**config.mk**
```make
export PLATFORM = sky130hd
export DESIGN_NAME = penc_stream_encoder_flat
export DESIGN_NICKNAME = d
export VERILOG_FILES = /design/src/rtl/penc_pkg.sv /design/src/rtl/penc_stream_encoder_if.sv /design/src/rtl/penc_prio_find.sv /design/src/rtl/penc_stream_encoder.sv /design/src/flat_wrapper.sv
export SDC_FILE = /design/constraint.sdc
export NUM_CORES = 1
export LEC_CHECK = 0
export CELL_PAD_IN_SITES_DETAIL_PLACEMENT = 1
export CELL_PAD_IN_SITES_GLOBAL_PLACEMENT = 1
export CORE_MARGIN = 3
export CORE_UTILIZATION = 24
export CTS_BUF_LIST = sky130_fd_sc_hd__clkbuf_4 sky130_fd_sc_hd__clkbuf_8 sky130_fd_sc_hd__clkbuf_16
export DETAILED_ROUTE_END_ITERATION = 7
export PLACE_DENSITY = 0.8
export SYNTH_ARGS = -nofsm -noshare
export SYNTH_HDL_FRONTEND = slang
export SYNTH_SLANG_ARGS = --single-unit
```
**constraint.sdc**
```tcl
create_clock -name clk -period 1.2 [get_ports clk]
set_input_delay 0.24 -clock clk [delete_from_list [all_inputs] [get_ports clk]]
set_output_delay 0.24 -clock clk [all_outputs]
set_load 0.02 [all_outputs]
```
**src/rtl/penc_pkg.sv**
```systemverilog
// Shared types and helpers for the penc stream priority encoder family.
// Optional merge path is selected with the PENC_MERGE_EN macro in the top.
`timescale 1ns/1ps

package penc_pkg;

    typedef enum logic {
        PENC_IDLE  = 1'b0,
        PENC_DRAIN = 1'b1
    } penc_state_t;

    // Widest request vector the helper below accepts; callers zero-extend.
    localparam int PENC_MAX_N = 64;

    // True when exactly one bit is set: non-zero and clearing the lowest set bit leaves nothing.
    function automatic logic popcount_is_one(input logic [PENC_MAX_N-1:0] v);
        return (v != '0) && ((v & (v - PENC_MAX_N'(1))) == '0);
    endfunction

endpackage

```
**src/rtl/penc_stream_encoder_if.sv**
```systemverilog
// Request-in / index-out handshake bundle for penc_stream_encoder.
// slave = encoder side, master = request source and index consumer.
`timescale 1ns/1ps

interface penc_stream_if #(
    parameter int N = 4
);
    localparam int W = $clog2(N);

    logic         in_valid;
    logic         in_ready;
    logic [N-1:0] in_req;
    logic         out_valid;
    logic         out_ready;
    logic [W-1:0] out_idx;
    logic         out_last;

    modport slave (
        input  in_valid, in_req, out_ready,
        output in_ready, out_valid, out_idx, out_last
    );

    modport master (
        output in_valid, in_req, out_ready,
        input  in_ready, out_valid, out_idx, out_last
    );

endinterface

```
**src/rtl/penc_prio_find.sv**
```systemverilog
// Combinational MSB-first finder: index of the highest set bit plus an any-set flag.
// Purely combinational so arbiters can reuse it unchanged.
`timescale 1ns/1ps

module penc_prio_find #(
    parameter int N = 4,
    parameter int W = $clog2(N)
) (
    input  logic [N-1:0] req,
    output logic [W-1:0] idx,
    output logic         any
);

    // Ascending scan: the last hit wins, so the highest set bit ends up in idx.
    // NOTE: every always_comb output gets a default first so no latch is inferred.
    always_comb begin
        idx = '0;
        for (int i = 0; i < N; i++) begin
            if (req[i]) begin
                idx = W'(i);
            end
        end
    end

    assign any = |req;

endmodule

```
**src/rtl/penc_stream_encoder.sv**
```systemverilog
// Clocked priority encoder: captures a request vector and streams out each set index, MSB first.
// Define PENC_MERGE_EN to keep accepting requests while draining and merge them into pending.
`timescale 1ns/1ps

module penc_stream_encoder
    import penc_pkg::*;
#(
    parameter int N = 4
) (
    input  logic             clk,
    input  logic             rst,
    penc_stream_if.slave     bus,
    output logic             busy
);

    localparam int W = $clog2(N);

    penc_state_t  state_q, state_d;
    logic [N-1:0] pending_q, pending_d;

    logic [W-1:0] top_idx;
    logic         pending_any;
    logic [N-1:0] served;
    logic         accept;
    logic         fire;

    penc_prio_find #(
        .N (N),
        .W (W)
    ) u_find (
        .req (pending_q),
        .idx (top_idx),
        .any (pending_any)
    );

    // Outputs decode only registered state, so there is no in->out combinational path.
    assign bus.out_valid = (state_q == PENC_DRAIN);
    assign bus.out_idx   = top_idx;
    assign bus.out_last  = popcount_is_one(PENC_MAX_N'(pending_q));
    assign busy          = pending_any;

`ifdef PENC_MERGE_EN
    assign bus.in_ready = 1'b1;
`else
    assign bus.in_ready = (state_q == PENC_IDLE);
`endif

    assign accept = bus.in_valid && bus.in_ready;
    assign fire   = bus.out_valid && bus.out_ready;

    always_comb begin
        served          = '0;
        served[top_idx] = 1'b1;
    end

    always_comb begin
        state_d   = state_q;
        pending_d = pending_q;
        unique case (state_q)
            PENC_IDLE: begin
                // An all-zero request is consumed but leaves nothing to drain.
                if (accept && (bus.in_req != '0)) begin
                    pending_d = bus.in_req;
                    state_d   = PENC_DRAIN;
                end
            end
            PENC_DRAIN: begin
                if (fire) begin
                    pending_d = pending_q & ~served;
                end
`ifdef PENC_MERGE_EN
                // A merged bit equal to the one just served is re-queued on purpose.
                if (accept) begin
                    pending_d = pending_d | bus.in_req;
                end
`endif
                if (pending_d == '0) begin
                    state_d = PENC_IDLE;
                end
            end
            default: begin
                state_d   = PENC_IDLE;
                pending_d = '0;
            end
        endcase
    end

    // NOTE: sequential state uses non-blocking assignments so every flop samples pre-edge values.
    always_ff @(posedge clk or posedge rst) begin
        if (rst) begin
            state_q   <= PENC_IDLE;
            pending_q <= '0;
        end else begin
            state_q   <= state_d;
            pending_q <= pending_d;
        end
    end

endmodule
```
**src/flat_wrapper.sv**
```systemverilog
// flat-port wrapper written by rule: the top's interface ports become plain ports
module penc_stream_encoder_flat import penc_pkg::*;
#(
    parameter int N = 4
)
  (clk, rst, busy, bus_in_valid, bus_in_req, bus_out_ready, bus_in_ready, bus_out_valid, bus_out_idx, bus_out_last);
  penc_stream_if #(.N(N)) bus_i ();
  input  logic clk;
  input  logic rst;
  output logic busy;
  input wire logic [$bits(bus_i.in_valid)-1:0] bus_in_valid;
  input wire logic [$bits(bus_i.in_req)-1:0] bus_in_req;
  input wire logic [$bits(bus_i.out_ready)-1:0] bus_out_ready;
  output wire logic [$bits(bus_i.in_ready)-1:0] bus_in_ready;
  output wire logic [$bits(bus_i.out_valid)-1:0] bus_out_valid;
  output wire logic [$bits(bus_i.out_idx)-1:0] bus_out_idx;
  output wire logic [$bits(bus_i.out_last)-1:0] bus_out_last;
  assign bus_i.in_valid = bus_in_valid;
  assign bus_i.in_req = bus_in_req;
  assign bus_i.out_ready = bus_out_ready;
  assign bus_in_ready = bus_i.in_ready;
  assign bus_out_valid = bus_i.out_valid;
  assign bus_out_idx = bus_i.out_idx;
  assign bus_out_last = bus_i.out_last;
  penc_stream_encoder #(.N(N)) u_core (.clk(clk), .rst(rst), .bus(bus_i), .busy(busy));
endmodule
```
==> flow_summary.ini, run 1 <==
[logic_synthesis]
synth_area_leader_cell = dfrtp_1
syn_nets = 43
netlist_area_um2 = 317
syn_area_per_cell_um2 = 9.04
synth_top_area_share_pct = 39.5
yosysSeqAreaShare_pct = 39.5
syn_inst = 35
ys_warn_count = 0
ys_types = 19
ys_ff_latch = 5
synth_area_leaders = dfrtp_1, o21ai_0, nand2_1, o41ai_2, inv_1

[critical_path]
worstPathMaxFanout = 2
end_kind = primary output
rr_startpoint = u_core.pending_q[2]
crit_type = register to primary output
worstPathRequired_ns = 0.96
cp.arrival_ns = 1.47
cp-start-kind = register
startpoint = u_core.pending_q[2]

[cts]
clkLatencyLatePin_ns = 0.25
cts_buffer_depth = 2
clock_sink_count = 5
cts_buffers = 3
cts_tree = built
root_buffer = clkbuf_4
htreeDepth = 1
clkSlewWorstSetupHoldPaths_ns = 0.05

[power_and_ir_drop]
peakVddDrop_uv = 1400
power.leakage_uw = 0.000342
power.total_uw = 2150
p_per_area_nw_per_um2 = 3110

[global_route]
grt_max_degree = 7
grt_use_total_pct = 17.3
grt_pass1_wl_mm = 2.24
grt_antenna_before_repair = 0
first_global_vias = 496
overflow = 0

[floorplan]
start_util_pct = 27.0
io_pins = 14
die_x_um = 42.3
die-area_um2 = 1790
chipHeight_um = 42.3
core_um2 = 1170
fp-row-count = 12

[layout]
syn2layout_area_growth_pct = 119
final_nets = 78
n_antenna_cell = 0
final_area_um2 = 692
drive_gt1_share_pct = 56.5
num-fill-cells = 138

[status]
status = finished with violations
violations = setup timing

[sta]
maxSlewHeadroom_pct = 71.0
fin_ws_ns = -0.508
rsz0062_at_grt = yes
fmaxAchievable_mhz = 585
skew_ns = 0.00365
slew_violations = 0
hold_ws_ns = 0.205
setup_viol = 7
worst_slew_pin_slew_ns = 0.433
setup-tns-final_ns = -2.23
hold_viol = 0
period_share_pct = 142
min_period_ns = 1.71

[placed_design]
portBuffers = 13
placement.cell_area_um2 = 591
dp_hpwl_um = 915
globalplace.congestion = 0.764
pre_cts_ws_ns = -0.678

[run]
drv_cap = 0

[route]
drc = 0
num_vias = 410
drt-initial-drc-count = 2
wire_per_inst_um = 15.1
wl_mm = 1.26
first_pass_iters = 2
ant_nets = 0
via_per_inst = 4.94

[min_path]
worstHoldPathType = input pin to asynchronous set/reset pin
worst max-delay path, stage by stage (launching register included):
cell and delay, ns:
dfrtp_1 0.39, buf_6 0.13, or2_4 0.23, or3_4 0.33
buf_6 0.14
per-layer routing:
| layer | GRT usage [%] | up-vias | share of wire [%] | wire, um |
|---|---|---|---|---|
| met5 | 0 | - | 0 | 0 |
| met1 | 17.1 | 200 | 36 | 457 |
| met2 | 32.2 | 12 | 57 | 710 |
| met4 | 9.32 | 0 | 1.6 | 20 |
| li1 | - | 196 | - | - |
| met3 | 4.29 | 2 | 5.3 | 66 |
where the power goes:
part | leakage, uW | internal [uW] | switching [uW] | total [uW]
sequential | 0.0000615 | 256 | 81.6 | 337
combinational | 0.000262 | 885 | 701 | 1590
clock | 0.0000184 | 149 | 78.1 | 227
total | 0.000342 | 1290 | 861 | 2150
timing repair:
action | 4_1_cts | 5_1_grt
setup endpoints to repair | 11 | 11
gates cloned | 0 | 0
pin swaps | 6 | 1
buffers inserted | 3 | 2
resized for setup | 48 | 7
hold endpoints to repair | 0 | 0
hold buffers | 0 | 0
cell usage after synthesis:
cell      number
o41ai_2        1
xor2_1         1
a32o_1         1
a21o_2         1
nor2b_1        1
or4_1          1
a21oi_1        1
maj3_1         1
inv_1          4
nand2_1        5
dfrtp_1        5
or3_1          1
or2_4          1
a22oi_1        1
a2111o_1       1
o211ai_1       2
o21ai_0        5
or3_2          1
clkbuf_1       1
final timing paths:
path,to,slack (ns),depth (start not counted)
setup / recovery,busy,-0.51,4
hold / removal,u_core.pending_q[3],0.20,2
setup reg to reg,u_core.pending_q[0],-0.46,6
hold reg to reg,u_core.pending_q[3],0.61,2
max in group asynchronous,u_core.pending_q[1],0.79,2
min in group clk,u_core.pending_q[1],0.34,3
cell families (layout without fill, tap and decap cells):
| group | count (synthesis) | count (layout) | share of synthesized area [%] |
|---|---|---|---|
| compound gates | 13 | 13 | 31.2 |
| xor+xnor | 1 | 1 | 2.77 |
| fa+ha+maj | 1 | 1 | 3.16 |
| buf+inv | 5 | 39 | 5.93 |
| flops | 5 | 5 | 39.5 |
| simple gates | 10 | 10 | 17.4 |
stage by stage:
stage / cells / utilization (%)
floorplan: 35 / -
finish: 83 / 59.1
global route: 83 / 59.1
global placement: 77 / 50.4
detailed placement: 77 / 50.4
CTS: 84 / 57.7
cell type report:
| cell class | instances | area [um2] | share of cell area, % |
|---|---|---|---|
| timing repair buffer | 31 | 283 | 40.9 |
| multi-input combinational | 25 | 218 | 31.5 |
| sequential | 5 | 126 | 18.3 |
| clock buffer | 4 | 30.0 | 4.34 |
| inverter | 4 | 17.5 | 2.53 |
| tap | 14 | 17.5 | 2.53 |
sequential cells by signal, summed over array words and instances, names as in the netlist:
register	count
u_core.bus.out_valid	1
u_core.pending_q	4
cell usage in the layout (no fill, tap or decap), drive strengths merged:
cell type,n
buf,24
nand2,5
dfrtp,5
o21ai,5
clkbuf,4
inv,4
dlygate4sd2,3
clkdlybuf4s50,3
o211ai,2
or3,2
nor2b,1
o41ai,1
a22oi,1
a21oi,1
or2,1
a32o,1
a21o,1
xor2,1
or4,1
maj3,1
a2111o,1
dlymetal6s2s,1
(Power assumes the default switching activity.)
==> run 2, diff against run 1 <==
--- a/config.mk
+++ b/config.mk
@@ -7,11 +7,12 @@
 export LEC_CHECK = 0
 export CELL_PAD_IN_SITES_DETAIL_PLACEMENT = 1
 export CELL_PAD_IN_SITES_GLOBAL_PLACEMENT = 1
-export CORE_MARGIN = 3
-export CORE_UTILIZATION = 24
+export CORE_AREA = 3 3 40 42
 export CTS_BUF_LIST = sky130_fd_sc_hd__clkbuf_4 sky130_fd_sc_hd__clkbuf_8 sky130_fd_sc_hd__clkbuf_16
 export DETAILED_ROUTE_END_ITERATION = 7
-export PLACE_DENSITY = 0.8
+export DIE_AREA = 0 0 43 45
+export PLACE_DENSITY = 0.76
+export SKIP_LAST_GASP = 1
 export SYNTH_ARGS = -nofsm -noshare
 export SYNTH_HDL_FRONTEND = slang
 export SYNTH_SLANG_ARGS = --single-unit
==> constraint.sdc (replaced) <==
create_clock -name clk -period 1.99 [get_ports clk]
set_input_delay 0.398 -clock clk [delete_from_list [all_inputs] [get_ports clk]]
set_output_delay 0.398 -clock clk [all_outputs]
set_load 0.02 [all_outputs]
==> run 2 against run 1 <==
Effect of this change: utilization shrank 17 points; cell area is 22% lower; worst setup slack improved by 0.60 ns; critical path depth fell by 1; the run now ends clean; highest routed layer unchanged; worst hold slack better by 0.15 ns; via count is 14% lower; sequential share of layout area grew 5.0 points; final cell count shrank 12%; total power down 56%; critical endpoint is now bus_out_idx[0]; clock power fell by 41%.
==> flow_summary.ini, run 2 (synthesis results as in run 1) <==
[status]
status = finished, final reports clean

[route]
first_pass_iters = 3
wl_um = 908
drc = 0
via_per_inst = 4.82
num_vias = 352
wire_per_inst_um = 12.4
ant_nets = 0
drt-initial-drc-count = 1

[sta]
maxSlewHeadroom_pct = 65.2
hold_viol = 0
worst_slew_pin_slew_ns = 0.517
rsz0062_at_grt = yes
setup_viol = 0
period_share_pct = 95.2
min_period_ns = 1.89
skew_ns = 0.000602
slew_violations = 0
fin_ws_ns = 0.0954
fmaxAchievable_mhz = 528

[cts]
cts_buffer_depth = 2
cts_tree = built
cts_setup_buffers = 0
clkSlewWorstSetupHoldPaths_ns = 0.04
postCtsHoldBufs = 0
clkLatencyLatePin_ns = 0.25
clock_sink_count = 5
htreeDepth = 1
cts_resized = 5
root_buffer = clkbuf_4
cts_buffers = 3

[global_route]
grt_antenna_before_repair = 0
overflow = 0
grt_use_total_pct = 12.1
grt_max_degree = 7
first_global_vias = 379
grt_pass1_wl_mm = 1.66

[placed_design]
dp_hpwl_um = 747
pre_cts_ws_ns = -0.0439
portBuffers = 13
globalplace.congestion = 0.725

[power_and_ir_drop]
p_switching_uw = 398
power.leakage_uw = 0.000256
power.total_uw = 953
p_per_area_nw_per_um2 = 1780
p_sw_share_pct = 41.7
p_int_uw = 556
seqPwrFrac_pct = 22.0
p_comb_share_pct = 64.0
peakVddDrop_uv = 671
clockPowerShare_pct = 14.0

[floorplan]
core_um2 = 1280
fp-row-count = 13
chipHeight_um = 45
start_util_pct = 24.6
die-area_um2 = 1940
die_x_um = 43
io_pins = 14

[critical_path]
r2r_slack_ns = 0.49
crit_type = register to primary output
worstPathRequired_ns = 1.59
cp-start-kind = register
worstPathMaxFanout = 4
end_kind = primary output
rr_startpoint = u_core.pending_q[2]
r2r_end = u_core.pending_q[0]
r2r_cells = 4
cp.arrival_ns = 1.50

[layout]
syn2layout_area_growth_pct = 69.6
final_cell_mix = clkdlybuf4s50_1, buf_4, nand2_1, o21ai_0, dfrtp_1
final_util_pct = 41.8
drive_gt1_share_pct = 29.3
final_nets = 67
largest_reg_flops = 4
largest-register = u_core.pending_q
n_antenna_cell = 0
layout_commonest_cell = clkdlybuf4s50_1

[run]
drv_cap = 0

[min_path]
worstHoldPathType = input pin to asynchronous set/reset pin
==> run 2: cell count changes in the layout (fill, tap and decap cells not counted), moves of 2 or more <==
| cell | change |
|---|---|
| buf_4 | -8 |
| buf_6 | -9 |
| clkdlybuf4s50_1 | +7 |
| dlygate4sd2_1 | -3 |
| o21ai_0 | +3 |
| o21ai_2 | -2 |
==> run 2: area by class of cell <==
class                   count  area, um2
flip-flops and latches      5        125
inverters                   4       15.0
fillers                   155        748
well taps                  15       18.8
repair buffers             20        175
clock buffers               4       30.0
multi-input cells          25        173
==> run 2: power by group through the flow <==
stage | Sequential (uW) | Clock, uW | Combinational (uW)
2_1_floorplan | 214 | 0 | 319
3_3_place_gp | 210 | 0 | 650
3_5_place_dp | 213 | 0 | 655
4_1_cts | 213 | 142 | 645
5_1_grt | 220 | 149 | 677
6_report | 210 | 133 | 610
==> run 2: metrics by stage <==
step / instances / area (um2) / hold WS [ns] / TNS [ns]
3_5_place_dp: 69 / 514 / 0.545 / -0.0439
4_1_cts: 73 / 546 / 0.351 / -0.0190
6_report: 73 / 537 / 0.354 / 0
2_1_floorplan: 35 / 317 / 0.177 / 0
5_1_grt: 73 / 537 / 0.368 / -0.0125
3_3_place_gp: 69 / 514 / 0.526 / -0.00364
==> run 2: layer usage <==
layer	global-route usage [%]	routed length, um
met5	0	0
met4	5.42	19
met3	5.98	58
met2	20.1	461
met1	13.2	369
==> run 2: how the worst max path moves through the flow <==
stage	start	to	slack (ns)	depth (start not counted)
2_1_floorplan	u_core.pending_q[1]	bus_out_last	0.36	4
3_3_place_gp	u_core.pending_q[2]	bus_out_last	-0.004	4
3_5_place_dp	u_core.pending_q[2]	bus_out_last	-0.04	4
4_1_cts	u_core.pending_q[2]	bus_out_last	-0.02	4
5_1_grt	u_core.pending_q[2]	bus_out_last	-0.01	4
6_report	u_core.pending_q[3]	bus_out_idx[0]	0.1	3
==> run 2: worst max-delay path, cell delays in order, from the launching register on <==
cell and delay (ns):
dfrtp_1 0.40, buf_4 0.15, a21o_2 0.18, clkdlybuf4s50_1 0.53
